## src/rtl/wash_pkg.sv

```systemverilog
// Shared types and constants for the washing-machine program sequencer.
package wash_pkg;

    // Sequencer states; the encoding doubles as the phase code shown on the display.
    typedef enum logic [2:0] {
        S_IDLE  = 3'd0,
        S_FILL  = 3'd1,
        S_WASH  = 3'd2,
        S_RINSE = 3'd3,
        S_SPIN  = 3'd4,
        S_DONE  = 3'd5
    } state_t;

    // Digit code that the display scanner renders as an unlit digit.
    localparam logic [3:0] BLANK = 4'd11;

    // Phase durations in BCD seconds, indexed [mode][phase], phase 0..3 = FILL..SPIN.
    localparam logic [0:3][0:3][7:0] DUR_TABLE = {
        8'h10, 8'h30, 8'h20, 8'h15,
        8'h05, 8'h15, 8'h10, 8'h10,
        8'h10, 8'h45, 8'h20, 8'h15,
        8'h00, 8'h00, 8'h00, 8'h15
    };

    // BCD duration of a state under a program; zero for IDLE and DONE.
    function automatic logic [7:0] phase_dur(input logic [1:0] mode, input state_t s);
        logic [7:0] d;
        case (s)
            S_FILL:  d = DUR_TABLE[mode][0];
            S_WASH:  d = DUR_TABLE[mode][1];
            S_RINSE: d = DUR_TABLE[mode][2];
            S_SPIN:  d = DUR_TABLE[mode][3];
            default: d = 8'h00;
        endcase
        return d;
    endfunction

    // First phase with a nonzero duration at table index >= first; DONE if none remain.
    // Later checks override earlier ones, so the lowest qualifying index wins.
    function automatic state_t next_phase(input logic [1:0] mode, input logic [2:0] first);
        state_t r;
        r = S_DONE;
        if (first <= 3'd3 && DUR_TABLE[mode][3] != 8'h00) r = S_SPIN;
        if (first <= 3'd2 && DUR_TABLE[mode][2] != 8'h00) r = S_RINSE;
        if (first <= 3'd1 && DUR_TABLE[mode][1] != 8'h00) r = S_WASH;
        if (first == 3'd0 && DUR_TABLE[mode][0] != 8'h00) r = S_FILL;
        return r;
    endfunction

endpackage

```

## src/rtl/wash_sequencer_sec_tick.sv

```systemverilog
// One-second prescaler: counts enabled cycles and pulses tick on the wrap cycle.
module sec_tick #(
    parameter int CLK_HZ = 100_000_000
) (
    input  logic clk,
    input  logic rst,
    input  logic en,
    input  logic clr,
    output logic tick
);

    localparam int W = (CLK_HZ > 1) ? $clog2(CLK_HZ) : 1;
    localparam logic [W-1:0] LAST = W'(CLK_HZ - 1);

    logic [W-1:0] count_q;
    logic [W-1:0] count_d;

    // Clear wins over counting; a disabled prescaler holds its value.
    always_comb begin
        count_d = count_q;
        if (clr) begin
            count_d = '0;
        end else if (en) begin
            count_d = (count_q == LAST) ? '0 : count_q + 1'b1;
        end
    end

    // Counter register.
    always_ff @(posedge clk or posedge rst) begin
        if (rst) begin
            count_q <= '0;
        end else begin
            count_q <= count_d;
        end
    end

    assign tick = en & (count_q == LAST);

endmodule

```

## src/rtl/wash_sequencer.sv

```systemverilog
// Wash program sequencer: FILL/WASH/RINSE/SPIN phase FSM with BCD seconds countdown
// and registered display/status decode.
module wash_sequencer
    import wash_pkg::*;
#(
    parameter int CLK_HZ = 100_000_000
) (
    input  logic       clk,
    input  logic       rst,
    input  logic       on,
    input  logic       start,
    input  logic       pause,
    input  logic [1:0] mode,
    output logic       busy,
    output logic       done,
    output logic       bill_on,
    output logic [2:0] phase,
    output logic [3:0] n3,
    output logic [3:0] n2,
    output logic [3:0] n1,
    output logic [3:0] n0,
    output logic [7:0] st_light
);

    state_t     state_q, state_d;
    logic [7:0] cnt_q, cnt_d;
    logic [1:0] mode_q, mode_d;
    logic       busy_q, busy_d;
    logic       done_q, done_d;
    logic [3:0] n3_q, n3_d;
    logic [7:0] light_q, light_d;

    logic       tick;
    logic       start_acc;
    state_t     nxt;

    // Start is only honoured from a resting state with power on.
    assign start_acc = on & start & ((state_q == S_IDLE) | (state_q == S_DONE));

    // Prescaler runs only while a phase is active and not paused; a new program restarts it.
    sec_tick #(
        .CLK_HZ(CLK_HZ)
    ) u_tick (
        .clk  (clk),
        .rst  (rst),
        .en   (busy_q & ~pause),
        .clr  (start_acc | ~on),
        .tick (tick)
    );

    // Next state and countdown: power-off beats tick, tick beats start.
    always_comb begin
        state_d = state_q;
        cnt_d   = cnt_q;
        mode_d  = mode_q;
        nxt     = S_IDLE;
        if (!on) begin
            state_d = S_IDLE;
            cnt_d   = 8'h00;
        end else if (busy_q && tick) begin
            if (cnt_q == 8'h01) begin
                // State code equals the table index of the following phase.
                nxt     = next_phase(mode_q, state_q);
                state_d = nxt;
                cnt_d   = phase_dur(mode_q, nxt);
            end else if (cnt_q[3:0] == 4'd0) begin
                cnt_d = {cnt_q[7:4] - 4'd1, 4'd9};
            end else begin
                cnt_d = {cnt_q[7:4], cnt_q[3:0] - 4'd1};
            end
        end else if (start_acc) begin
            nxt     = next_phase(mode, 3'd0);
            mode_d  = mode;
            state_d = nxt;
            cnt_d   = phase_dur(mode, nxt);
        end
    end

    // Output decode from the next state so that outputs are registered alongside it.
    always_comb begin
        busy_d = (state_d == S_FILL) | (state_d == S_WASH) |
                 (state_d == S_RINSE) | (state_d == S_SPIN);
        done_d = (state_d == S_DONE) & (state_q != S_DONE);
        n3_d   = (busy_d || state_d == S_DONE) ? {1'b0, state_d} : BLANK;
    end

    // One light per active phase; every light on in DONE.
    for (genvar gi = 0; gi < 8; gi++) begin : g_light
        assign light_d[gi] = (state_d == S_DONE) |
                             (busy_d & ({1'b0, state_d} == 4'(gi + 1)));
    end

    // State, countdown and output registers.
    always_ff @(posedge clk or posedge rst) begin
        if (rst) begin
            state_q <= S_IDLE;
            cnt_q   <= 8'h00;
            mode_q  <= 2'd0;
            busy_q  <= 1'b0;
            done_q  <= 1'b0;
            n3_q    <= BLANK;
            light_q <= 8'h00;
        end else begin
            state_q <= state_d;
            cnt_q   <= cnt_d;
            mode_q  <= mode_d;
            busy_q  <= busy_d;
            done_q  <= done_d;
            n3_q    <= n3_d;
            light_q <= light_d;
        end
    end

    assign busy     = busy_q;
    assign done     = done_q;
    assign bill_on  = busy_q & ~pause;
    assign phase    = state_q;
    assign n3       = n3_q;
    assign n2       = BLANK;
    assign n1       = cnt_q[7:4];
    assign n0       = cnt_q[3:0];
    assign st_light = light_q;

endmodule

```

## config.mk

```make
export PLATFORM = sky130hd
export DESIGN_NAME = wash_sequencer
export DESIGN_NICKNAME = d
export VERILOG_FILES = /design/src/rtl/wash_pkg.sv /design/src/rtl/wash_sequencer_sec_tick.sv /design/src/rtl/wash_sequencer.sv
export SDC_FILE = /design/constraint.sdc
export NUM_CORES = 1
export LEC_CHECK = 0
export CAP_MARGIN = 20
export CORE_MARGIN = 2
export CORE_UTILIZATION = 52
export CTS_CLUSTER_DIAMETER = 80
export DETAILED_ROUTE_END_ITERATION = 8
export GPL_TIMING_DRIVEN = 1
export PLACE_DENSITY = 0.8
export SYNTH_ARGS = -nofsm -noshare
export SYNTH_HDL_FRONTEND = slang
export SYNTH_SLANG_ARGS = --single-unit
```

## constraint.sdc

```tcl
create_clock -name clk -period 2.95 [get_ports clk]
set_clock_uncertainty 0.15 [all_clocks]
set_input_delay 0.59 -clock clk [delete_from_list [all_inputs] [get_ports clk]]
set_output_delay 0.59 -clock clk [all_outputs]
set_load 0.01 [all_outputs]
```

Word-level counts from Yosys, hierarchy flattened
Cells that the tools add are included.
{"block": "classes", "add_sub_neg": 3, "order_cmp": 5, "eq_ne": 21, "muxes": 35, "bitwise": 29, "reduce_logical": 19}
{"cell": "$bmux 32 s2", "n": 2}
{"cell": "$mux 32", "n": 4}
{"cell": "$mux 27", "n": 3}
{"cell": "$pmux 8 s4", "n": 2}
{"cell": "$reduce_bool 8->1", "n": 8}
{"cell": "$mux 3", "n": 16}
{"cell": "$mux 8", "n": 5}
{"cell": "$add 27x1->27 const B", "n": 1}
{"cell": "$eq 27x27->1 const B", "n": 1}
{"cell": "$eq 3x3->1 const B", "n": 7}
{"cell": "$eq 3x2->1 const B", "n": 6}
{"cell": "$and 1x1->1", "n": 12}
{"cell": "$or 1x1->1", "n": 12}
{"cell": "$eq 3x1->1 const B", "n": 3}
{"cell": "$eq 8x1->1 const B", "n": 1}
{"cell": "$sub 4x1->4 const B", "n": 2}
{"cell": "$ge 3x3->1 const B", "n": 2}
{"cell": "$le 3x2->1 const B", "n": 2}
{"cell": "$not 2->3", "n": 2}
{"cell": "$logic_and 1x1->1", "n": 5}
{"cell": "$logic_not 4->1", "n": 1}
{"cell": "$mux 4", "n": 1}
{"cell": "$ne 4x2->1 const B", "n": 1}
{"cell": "$le 3x1->1 const B", "n": 1}
{"cell": "other kinds (9)", "n": 12}
{"block": "word_totals", "register_bits": 54, "inputBits": 7, "out_inout_bits": 30, "elab_cells": 121}

Depth between registers and ports, before layout
Gate-level depths: netlist of the first run.
{"block": "logic_depth", "depth_word": 22, "ltp_mapped": 10, "mapped_depth_nobuf": 10}

Hierarchy
Synthesis of the first run repeated with hierarchy kept, for this count alone.
{"block": "hier_totals", "hier_cells": 323, "area_unflattened_um2": 3052.9}
{"mod": "wash_sequencer", "n_inst": 1, "cells_per_inst": 169, "area_each_um2": 1580.3, "seq_area_each_um2": 654.4}
{"mod": "sec_tick", "n_inst": 1, "cells_per_inst": 154, "area_each_um2": 1472.7, "seq_area_each_um2": 675.6}

Worst setup path after synthesis of the first run
No wires, ideal clock.
{"block": "synth_path", "kind": "flip-flop to flip-flop", "startpoint": "register u_tick.count_q[19]", "endpoint": "register light_q[2], in the netlist st_light[2]", "setup_time_ps": 119, "arrival_ps": 2294, "required_ps": 2681, "path_slack_ps": 387, "stages_incl_launch_ff": 9, "n_path_buf": 1, "synth_period_minus_slack_ps": 2563, "path_cell_list": "dfrtp_1 -> buf_2 -> or4_4 -> nor4_4 -> nand4b_1 -> o31ai_1 -> a31oi_4 -> xnor2_1 -> and2_1"}
{"block": "synth_via", "elab_chain_len": 11, "word_cells_on_any_way": 15, "cone_classes": "6 x eq/ne; 2 x mux; 6 x bitwise; 1 x reduce/logical"}
{"element": "start: declaration", "line": "wash_sequencer_sec_tick.sv:15", "rtl": "logic [W-1:0] count_q;"}
{"element": "start signal: assignment", "line": "wash_sequencer_sec_tick.sv:33", "rtl": "count_q <= count_d;"}
{"element": "$eq 27x27->1 (*)", "line": "wash_sequencer_sec_tick.sv:37", "rtl": "assign tick = en & (count_q == LAST);"}
{"element": "$and 1x1->1 (*)", "line": "wash_sequencer_sec_tick.sv:37"}
{"element": "$logic_and 1x1->1 (*)", "line": "wash_sequencer.sv:60", "rtl": "end else if (busy_q && tick) begin"}
{"element": "$mux 3 (*)", "line": "wash_sequencer.sv:60"}
{"element": "$mux 3 (*)", "line": "wash_sequencer.sv:57", "rtl": "if (!on) begin"}
{"element": "$eq 3x1->1 / $eq 3x2->1 (equally long branches)", "line": "wash_sequencer.sv:81", "rtl": "busy_d = (state_d == S_FILL) | (state_d == S_WASH) |"}
{"element": "$or 1x1->1 (2 in a row)", "line": "wash_sequencer.sv:81"}
{"element": "$or 1x1->1", "line": "wash_sequencer.sv:82", "rtl": "(state_d == S_RINSE) | (state_d == S_SPIN);"}
{"element": "$and 1x1->1", "line": "wash_sequencer.sv:90", "rtl": "(busy_d & ({1'b0, state_d} == 4'(gi + 1)));"}
{"element": "$or 1x1->1 (*)", "line": "wash_sequencer.sv:89", "rtl": "assign light_d[gi] = (state_d == S_DONE) |"}
{"element": "net light_d[2]", "line": "wash_sequencer.sv:31", "rtl": "logic [7:0] light_q, light_d;"}
{"element": "end signal: assignment", "line": "wash_sequencer.sv:110", "rtl": "light_q <= light_d;"}
{"element": "end: declaration", "line": "wash_sequencer.sv:31"}
The timed path passes the listed nets; every way through them passes the cells marked *.
A chain may end at the register's enable or synchronous reset.

Final worst setup path of the first run
{"block": "layout_path", "startpoint": "register u_tick.count_q[9]", "endpoint": "register light_q[2], in the netlist st_light[2]"}
The elaborated chain is that of the path after synthesis.

==> results of run 1 <==
## layer usage
| metal | up-vias | part of all wire |
|---|---|---|
| met3 | 6 | 0.037 |
| met4 | 0 | 0.0092 |
| met1 | 1170 | 0.44 |
| li1 | 1192 | - |
| met2 | 51 | 0.51 |
| met5 | - | 0 |
## kinds of logic (layout without fill, tap and decap cells)
logic type / count (synthesis) / in the layout
simple gates: 135 / 135
mux: 6 / 6
fa+ha+maj: 9 / 9
other cells: 2 / 4
compound gates: 62 / 62
xor+xnor: 21 / 21
buf+inv: 29 / 70
flops: 53 / 53
## worst max-delay path, stage by stage (launching register included)
cell and delay (ns):
dfrtp_1 0.43, or4b_1 0.56, nor4_4 0.27, nand4b_1 0.15, buf_4 0.18, o31ai_1 0.38
a31oi_4 0.20, xnor2_1 0.18, and2_1 0.17
## layout make-up
class	instances	area [um2]	area share
multi-input combinational	237	1520	0.431
sequential	53	1330	0.378
timing repair buffer	45	418	0.119
tap	72	90.1	0.0256
clock buffer	5	68.8	0.0196
inverter	17	63.8	0.0182
clock inverter	3	28.8	0.00819
## synthesized netlist by cell type, drive strengths merged (2+ instances only)
library cell	number	area, um2
clkbuf	4	15.0
a31oi	6	52.6
buf	8	51.3
nand2	26	97.6
o21ai	22	110
dfstp	3	78.8
nor3b	3	22.5
nand4	6	43.8
nand3	15	75.1
nor4	2	27.5
ha	9	113
a211oi	4	30.0
mux2i	5	50.1
xor2	10	87.6
xnor2	11	96.3
or3	2	12.5
and4	4	35.0
and2	4	25.0
a21oi	12	60.1
dfrtp	50	1250
o2111ai	2	23.8
o221ai	2	35.0
nor2	39	146
conb	2	7.51
nor3	6	30.0
nand4b	2	17.5
o31ai	5	37.5
nand2b	7	43.8
nor2b	5	31.3
nand3b	4	30.0
and3	7	43.8
inv	16	60.1
## worst min-delay path by stage
| stage | startpoint | endpoint | slack (ns) | cells past startpoint |
|---|---|---|---|---|
| finish | u_tick.count_q[26]$_DFFE_PP0P_ | u_tick.count_q[26]$_DFFE_PP0P_ | 0.35 | 1 |
| global route | u_tick.count_q[26]$_DFFE_PP0P_ | u_tick.count_q[26]$_DFFE_PP0P_ | 0.38 | 1 |
| floorplan | u_tick.count_q[26]$_DFFE_PP0P_ | u_tick.count_q[26]$_DFFE_PP0P_ | 0.29 | 1 |
| detailed placement | u_tick.count_q[26]$_DFFE_PP0P_ | u_tick.count_q[26]$_DFFE_PP0P_ | 0.32 | 1 |
| global placement | u_tick.count_q[26]$_DFFE_PP0P_ | u_tick.count_q[26]$_DFFE_PP0P_ | 0.33 | 1 |
| CTS | u_tick.count_q[26]$_DFFE_PP0P_ | u_tick.count_q[26]$_DFFE_PP0P_ | 0.34 | 1 |
## power breakdown
part           internal [mW]  switching (mW)
registers              0.769          0.0352
logic                  0.158           0.205
clock network          0.179           0.261
total                   1.11           0.501
## through the flow
step	total power [mW]	area, um2	hold WS (ns)	util
4_1_cts	1.62	3510	0.342	0.637
5_1_grt	1.70	3510	0.377	0.638
2_1_floorplan	1.04	2980	0.287	-
3_3_place_gp	1.17	3410	0.331	0.619
6_report	1.61	3510	0.345	0.638
3_5_place_dp	1.18	3410	0.322	0.619
## sequential cells by signal (all words and copies together), names as in the netlist
register / cells
mode_q: 2
u_tick.count_q: 27
n3: 4
busy: 1
done: 1
st_light: 7
phase: 3
cnt_q: 8
## repair_timing
action                                  CTS  global route
hold buffers                              0             0
endpoints found under the setup margin    0             3
buffers inserted                          0             1
hold endpoints to repair                  0             0
==> qor.txt, run 1 <==
Antenna Violating Nets Remaining = 0
pin count of the biggest net entering global routing = 54
Synth Area in Compound Gates = 0.145
element type at the critical path end = register
PD cells = 457 nW/um2
Finished Layout Cells = 432
WP data required = 3.02 ns
drt first-iter violations = 212
Synth Instances = 317
vias in the first global route = 2340
Final Hold Fails = 0
EDFF count, synth = 0
RSZ-0062 raised after global routing = no
ys async rst share = 1.00
worst-margin pin slew = 0.664 ns
Final period util = 0.938
First-pass DRT Iterations = 4
Hold WC Path Type = reg2reg
Detailed Place HPWL = 4.52 mm
drt via density = 5.60
gr ovfl total = 0
busiest grt layer = met2
I/O pin count = 37
Max-Cap Viols = 0
CP Class = reg2reg
I/O Buffers = 32
fin nets = 375
Area Overhead vs Synth = 18.4%
commonest non-fill, non-tap cell in the layout = dfrtp_1
cell count after placement = 423
Final setup viols = 0
post-synthesis mux area share = 0.0207
first-pass GRT wire length = 10.6 mm
status = complete, no violations
TritonCTS Sinks = 53
Primary FF master, synth = dfrtp_1
Setup crit end = st_light[2]$_DFF_PP0_
crit start category = register
antenna diode count = 0
Horiz. Die Dim = 79.5 um
final worst slack = 0.182 ns
Fmax = 361 MHz
Synth Area in XOR/XNOR = 0.0620
Max Root-Sink Buffers = 2
GRT Total Usage = 0.213
maximum VDD drop = 0.000301 V
vias = 2419
DIE AREA = 6330 um2
routed length per instance = 14.4 um
Reg2Reg Setup Slack = 0.18 ns
Mapped Area = 2970 um2
post-synthesis adder-cell area fraction = 0.0379
post-place setup slack = 0.0434 ns
met2 Resource Use GR = 0.366
# DRC = 0
CTS tree = built
RePlAce Congestion = 0.939
synth unique cells = 54
antenna violations before repair = 0
Sum Neg Setup Slack = 0 ns
Rel. slew slack = 0.557
most frequent cells in the layout = dfrtp_1 (50), nor2_1 (39), clkdlybuf4s50_1 (32)
register area share after synthesis = 0.448
Synth Warn # = 0
FP Rows = 27
CP max FO = 8
Die Y-Extent = 79.5 um
Root Driver = clkbuf_8
drt total wl = 6.22 mm
Filler cells = 453
origin of the critical flop-to-flop path = u_tick.count_q[9]$_DFFE_PP0P_
crit path from = u_tick.count_q[9]$_DFFE_PP0P_
largest family of logic cells by synthesized area = simple AND/OR/NAND/NOR gates
arrival time worst endpoint = 2.84 ns
Initial Utilization = 0.539
syn avg cell area = 9.36 um2
post-CTS sizing = 0
Worst-Skew Late Latency = 0.32 ns
Reg clk slew, reported paths = 0.10 ns
GR Layer Usage met1 = 0.271
CTS buffer count = 5
H-tree Lvls = 2
GR Layer Usage met3 = 0.0441
layout cells sized above 1 = 0.0972
fin. max-slew vios = 0
FF+latch count, synth = 53
cells on worst reg2reg path = 8
Simple-Gate Fraction of Synth Area = 0.240
fin crit period = 2.77 ns
r2r endpoint = st_light[2]$_DFF_PP0_
leakage = 1.56 nW
core footprint = 5510 um2
Note: power is estimated with default switching activity, not from simulation.
==> run 2, diff against run 1 <==
--- a/config.mk
+++ b/config.mk
@@ -5,13 +5,14 @@
 export SDC_FILE = /design/constraint.sdc
 export NUM_CORES = 1
 export LEC_CHECK = 0
+export ABC_AREA = 1
 export CAP_MARGIN = 20
 export CORE_MARGIN = 2
 export CORE_UTILIZATION = 52
 export CTS_CLUSTER_DIAMETER = 80
 export DETAILED_ROUTE_END_ITERATION = 8
 export GPL_TIMING_DRIVEN = 1
-export PLACE_DENSITY = 0.8
+export PLACE_DENSITY = 0.79
 export SYNTH_ARGS = -nofsm -noshare
 export SYNTH_HDL_FRONTEND = slang
 export SYNTH_SLANG_ARGS = --single-unit
==> qor.txt, run 2 <==
status = complete, no violations
First-pass DRT Iterations = 6
Antenna Violating Nets Remaining = 0
Mapped Area = 3640 um2
RSZ-0062 raised after global routing = no
crit start category = input pin
vias = 3405
H-tree Lvls = 2
Area Overhead vs Synth = 13.1%
min-delay src = u_tick.count_q[1]$_DFFE_PP0P_
pin count of the biggest net entering global routing = 54
cells on worst reg2reg path = 12
GRT Total Usage = 0.240
element type at the critical path end = primary output
Worst Hold Slack = 0.397 ns
core footprint = 6790 um2
first-pass GRT wire length = 14.5 mm
ys async rst share = 1.00
top cells by area, synth = dfrtp_1 (34%), nand2_1 (12%), nor2_1 (7.2%)
synth cell count leaders = nand2_1 (120), nor2_1 (70), inv_1 (69), dfrtp_1 (50), nand3_1 (36)
Sum Neg Setup Slack = 0 ns
WP data required = 2.21 ns
commonest non-fill, non-tap cell in the layout = nand2_1
largest area contributor in the netlist = dfrtp_1
post-place setup slack = 0.415 ns
antenna diode count = 0
fin nets = 566
WHS Path Cells = 2
syn avg cell area = 7.02 um2
Max-Cap Viols = 0
CP Class = in2out
r2r endpoint = cnt_q[5]$_DFFE_PP0P_
antenna violations before repair = 0
CTS tree = built
Reg clk slew, reported paths = 0.09 ns
post-CTS sizing = 0
gr ovfl total = 0
fin. max-slew vios = 0
FF+latch count, synth = 53
fin crit period = 2.49 ns
top-count cell post-synth = nand2_1
TritonCTS Sinks = 53
Final period util = 0.843
final worst slack = 0.462 ns
I/O pin count = 37
drt first-iter violations = 303
register area share after synthesis = 0.366
Yosys top cell area share = 0.344
leakage = 1.88 nW
Max Root-Sink Buffers = 2
maximum VDD drop = 0.000246 V
CP max FO = 2
postcts setup bufs = 0
Root Driver = clkbuf_8
Reg2Reg Setup Slack = 0.75 ns
drt via density = 5.26
drt total wl = 8.69 mm
Initial Utilization = 0.535
FP Rows = 30
arrival time worst endpoint = 1.75 ns
# DRC = 0
Largest register FFs = 27
Die Y-Extent = 87.6 um
Detailed Place HPWL = 6.69 mm
PD cells = 364 nW/um2
synth unique cells = 34
Worst-Skew Late Latency = 0.31 ns
Final setup viols = 0
Synth Instances = 518
Most flops, register = u_tick.count_q
routed length per instance = 13.4 um
DIE AREA = 7680 um2
I/O Buffers = 32
vias in the first global route = 3129
Primary FF master, synth = dfrtp_1
EDFF count, synth = 0
Horiz. Die Dim = 87.6 um
layout cells sized above 1 = 0.116
Rel. slew slack = 0.558
most frequent cells in the layout = nand2_1 (120), nor2_1 (70), inv_1 (68)
Fmax = 402 MHz
CTS buffer count = 5
Final Hold Fails = 0
Hold WC Path Type = reg2reg
worst-margin pin slew = 0.663 ns
Synth Warn # = 0
origin of the critical flop-to-flop path = u_tick.count_q[0]$_DFFE_PP0P_
hold endpoint = u_tick.count_q[1]$_DFFE_PP0P_
Filler cells = 630
CTS Hold Bufs = 0
RePlAce Congestion = 0.984
## run 2: worst max-delay path by stage
stage | startpoint | endpoint | slack (ns) | cells after the start
floorplan | rst | busy$_DFF_PP0_ | 0.93 | 1
global placement | pause | cnt_q[5]$_DFFE_PP0P_ | 0.44 | 10
detailed placement | pause | cnt_q[4]$_DFFE_PP0P_ | 0.42 | 10
CTS | pause | bill_on | 0.45 | 3
global route | pause | bill_on | 0.41 | 3
finish | pause | bill_on | 0.46 | 3
## run 2: per-stage QoR
step	total power, mW	area (um2)	util	cells
after floorplan	1.00	3640	-	520
after global placement	1.08	4020	0.592	639
after detailed placement	1.09	4020	0.592	639
after CTS	1.51	4110	0.605	647
after global routing	1.59	4110	0.605	647
final	1.50	4110	0.605	647
## run 2: final cells by class
class                   instances  area, um2  share of cell area
multi-input cells             375       1920               0.467
flip-flops and latches         53       1330               0.323
clock inverters                 3       22.5             0.00548
clock buffers                   5       68.8              0.0167
inverters                      80        308              0.0748
repair buffers                 35        343              0.0834
well taps                      96        120              0.0292
## run 2: cells by family (layout without fill, tap and decap cells)
logic type               after synthesis  count (layout)  synth area share
AO/OA/AOI/OAI                         54              54            0.0805
XOR/XNOR                               9               9            0.0217
adder cells (fa/ha/maj)                9               9            0.0310
buffers and inverters                 92             123             0.108
flip-flops                            53              53             0.366
other                                  2               4           0.00207
AND/OR/NAND/NOR                      299             299             0.391
## run 2: power breakdown
| group | internal (mW) | total [mW] | leakage (nW) | switching, mW |
|---|---|---|---|---|
| clock | 0.169 | 0.420 | 0.0481 | 0.251 |
| sequential | 0.751 | 0.775 | 0.718 | 0.0240 |
| combinational | 0.112 | 0.304 | 1.12 | 0.192 |
| total | 1.03 | 1.50 | 1.88 | 0.466 |
## run 2: metal layers
layer,part of all wire,GRT usage
met5,0,0
met4,0.017,0.0671
met3,0.050,0.0283
met2,0.45,0.377
met1,0.48,0.349
## run 2: worst max-delay path, stage by stage
cell	delay (ns)
clkdlybuf4s50_1	0.40
nor2_1	0.17
clkdlybuf4s50_1	0.59
==> run 3, diff against run 2 <==
==> constraint.sdc (replaced) <==
create_clock -name clk -period 2.4 [get_ports clk]
set_clock_uncertainty 0.15 [all_clocks]
set_input_delay 0.48 -clock clk [delete_from_list [all_inputs] [get_ports clk]]
set_output_delay 0.48 -clock clk [all_outputs]
set_load 0.01 [all_outputs]
==> qor.txt, run 3 (synthesized netlist as in run 2, its figures left out) <==
fin crit period = 2.35 ns
GRT Total Usage = 0.243
Reg clk slew, reported paths = 0.10 ns
Antenna Violating Nets Remaining = 0
element type at the critical path end = primary output
post-place setup slack = -0.0413 ns
vias in the first global route = 3232
Most flops, register = u_tick.count_q
sequential share of power = 0.458
Sum Neg Setup Slack = 0 ns
Clock power frac = 0.352
Horiz. Die Dim = 87.6 um
Die Y-Extent = 87.6 um
Root Driver = clkbuf_8
FP Rows = 30
Worst Hold Slack = 0.301 ns
RePlAce Congestion = 0.949
sw frac = 0.281
drt total wl = 8.92 mm
Largest register FFs = 27
Hold WC Path Type = in2async
I/O Buffers = 32
TritonCTS Sinks = 53
vias = 3498
commonest non-fill, non-tap cell in the layout = nand2_1
Detailed Place HPWL = 6.94 mm
layout cells sized above 1 = 0.129
WP data required = 1.77 ns
RSZ-0062 raised after global routing = no
CP Class = in2out
drt via density = 5.35
fin. max-slew vios = 0
leakage = 1.94 nW
Worst-Skew Late Latency = 0.31 ns
Pwr Total = 2.08 mW
Initial Utilization = 0.535
pin count of the biggest net entering global routing = 20
fin nets = 573
routed length per instance = 13.6 um
Final Hold Fails = 0
maximum VDD drop = 0.000383 V
gr ovfl total = 0
crit start category = input pin
First-pass DRT Iterations = 5
CTS tree = built
arrival time worst endpoint = 1.72 ns
status = complete, no violations
DIE AREA = 7680 um2
Logic pwr share = 0.190
Area Overhead vs Synth = 15.9%
Fmax = 425 MHz
antenna diode count = 0
NetSw = 583 uW
internal power = 1.49 mW
I/O pin count = 37
Filler cells = 601
Max Root-Sink Buffers = 2
Max-Cap Viols = 0
drt first-iter violations = 339
CP max FO = 4
# DRC = 0
Final setup viols = 0
CTS Hold Bufs = 0
Final Core Density = 0.620
PD cells = 492 nW/um2
CTS buffer count = 5
core footprint = 6790 um2
Final period util = 0.981
most frequent cells in the layout = nand2_1 (120), nor2_1 (69), inv_1 (68)
antenna violations before repair = 0
first-pass GRT wire length = 14.8 mm
H-tree Lvls = 2
final worst slack = 0.0460 ns
[run 3: power by group through the flow]
stage	Sequential, mW	Clock [mW]	Combinational, mW
6_report	0.951	0.730	0.394
5_1_grt	0.956	0.772	0.442
4_1_cts	0.951	0.743	0.387
3_5_place_dp	0.968	0	0.385
3_3_place_gp	0.967	0	0.374
2_1_floorplan	0.973	0	0.259
[run 3: layout make-up]
class / count / area, um2 / share of cell area
inverters: 80 / 308 / 0.0730
multi-input cells: 375 / 1920 / 0.456
repair buffers: 42 / 395 / 0.0938
well taps: 96 / 120 / 0.0285
clock inverters: 3 / 68.8 / 0.0163
clock buffers: 5 / 68.8 / 0.0163
flip-flops and latches: 53 / 1330 / 0.316
[run 3: final timing paths]
path	start	end	slack, ns	cells after the start
setup / recovery	pause	bill_on	0.05	3
hold / removal	rst	u_tick.count_q[6]$_DFFE_PP0P_	0.30	2
setup reg to reg	cnt_q[4]$_DFFE_PP0P_	done$_DFF_PP0_	0.22	9
hold reg to reg	u_tick.count_q[19]$_DFFE_PP0P_	u_tick.count_q[19]$_DFFE_PP0P_	0.41	2
max in group asynchronous	rst	n3[0]$_DFF_PP1_	1.16	3
min in group clk	u_tick.count_q[19]$_DFFE_PP0P_	u_tick.count_q[19]$_DFFE_PP0P_	0.41	2
[run 3: metrics by stage]
step,instance area [um2],cells
2_1_floorplan,3640,520
3_3_place_gp,4060,644
3_5_place_dp,4060,644
4_1_cts,4200,652
5_1_grt,4210,654
6_report,4210,654
[run 3: metal layers]
metal  wire length [um]  GRT usage  vias up
li1                   -          -     1720
met1               4060      0.348     1585
met2               4020      0.378      164
met3                596     0.0358       29
met4                236     0.0825        0
met5                  0          0        -
[run 3: repair_timing]
action                                  CTS  global route
endpoints found under the setup margin    1             1
gates resized for setup                   1             0
setup buffers                             0             2
endpoints found under the hold margin     0             0
[run 3: worst max-delay path, cell delays in order]
cell	delay [ns]
clkdlybuf4s50_1	0.42
nor2_2	0.24
clkdlybuf4s50_1	0.59
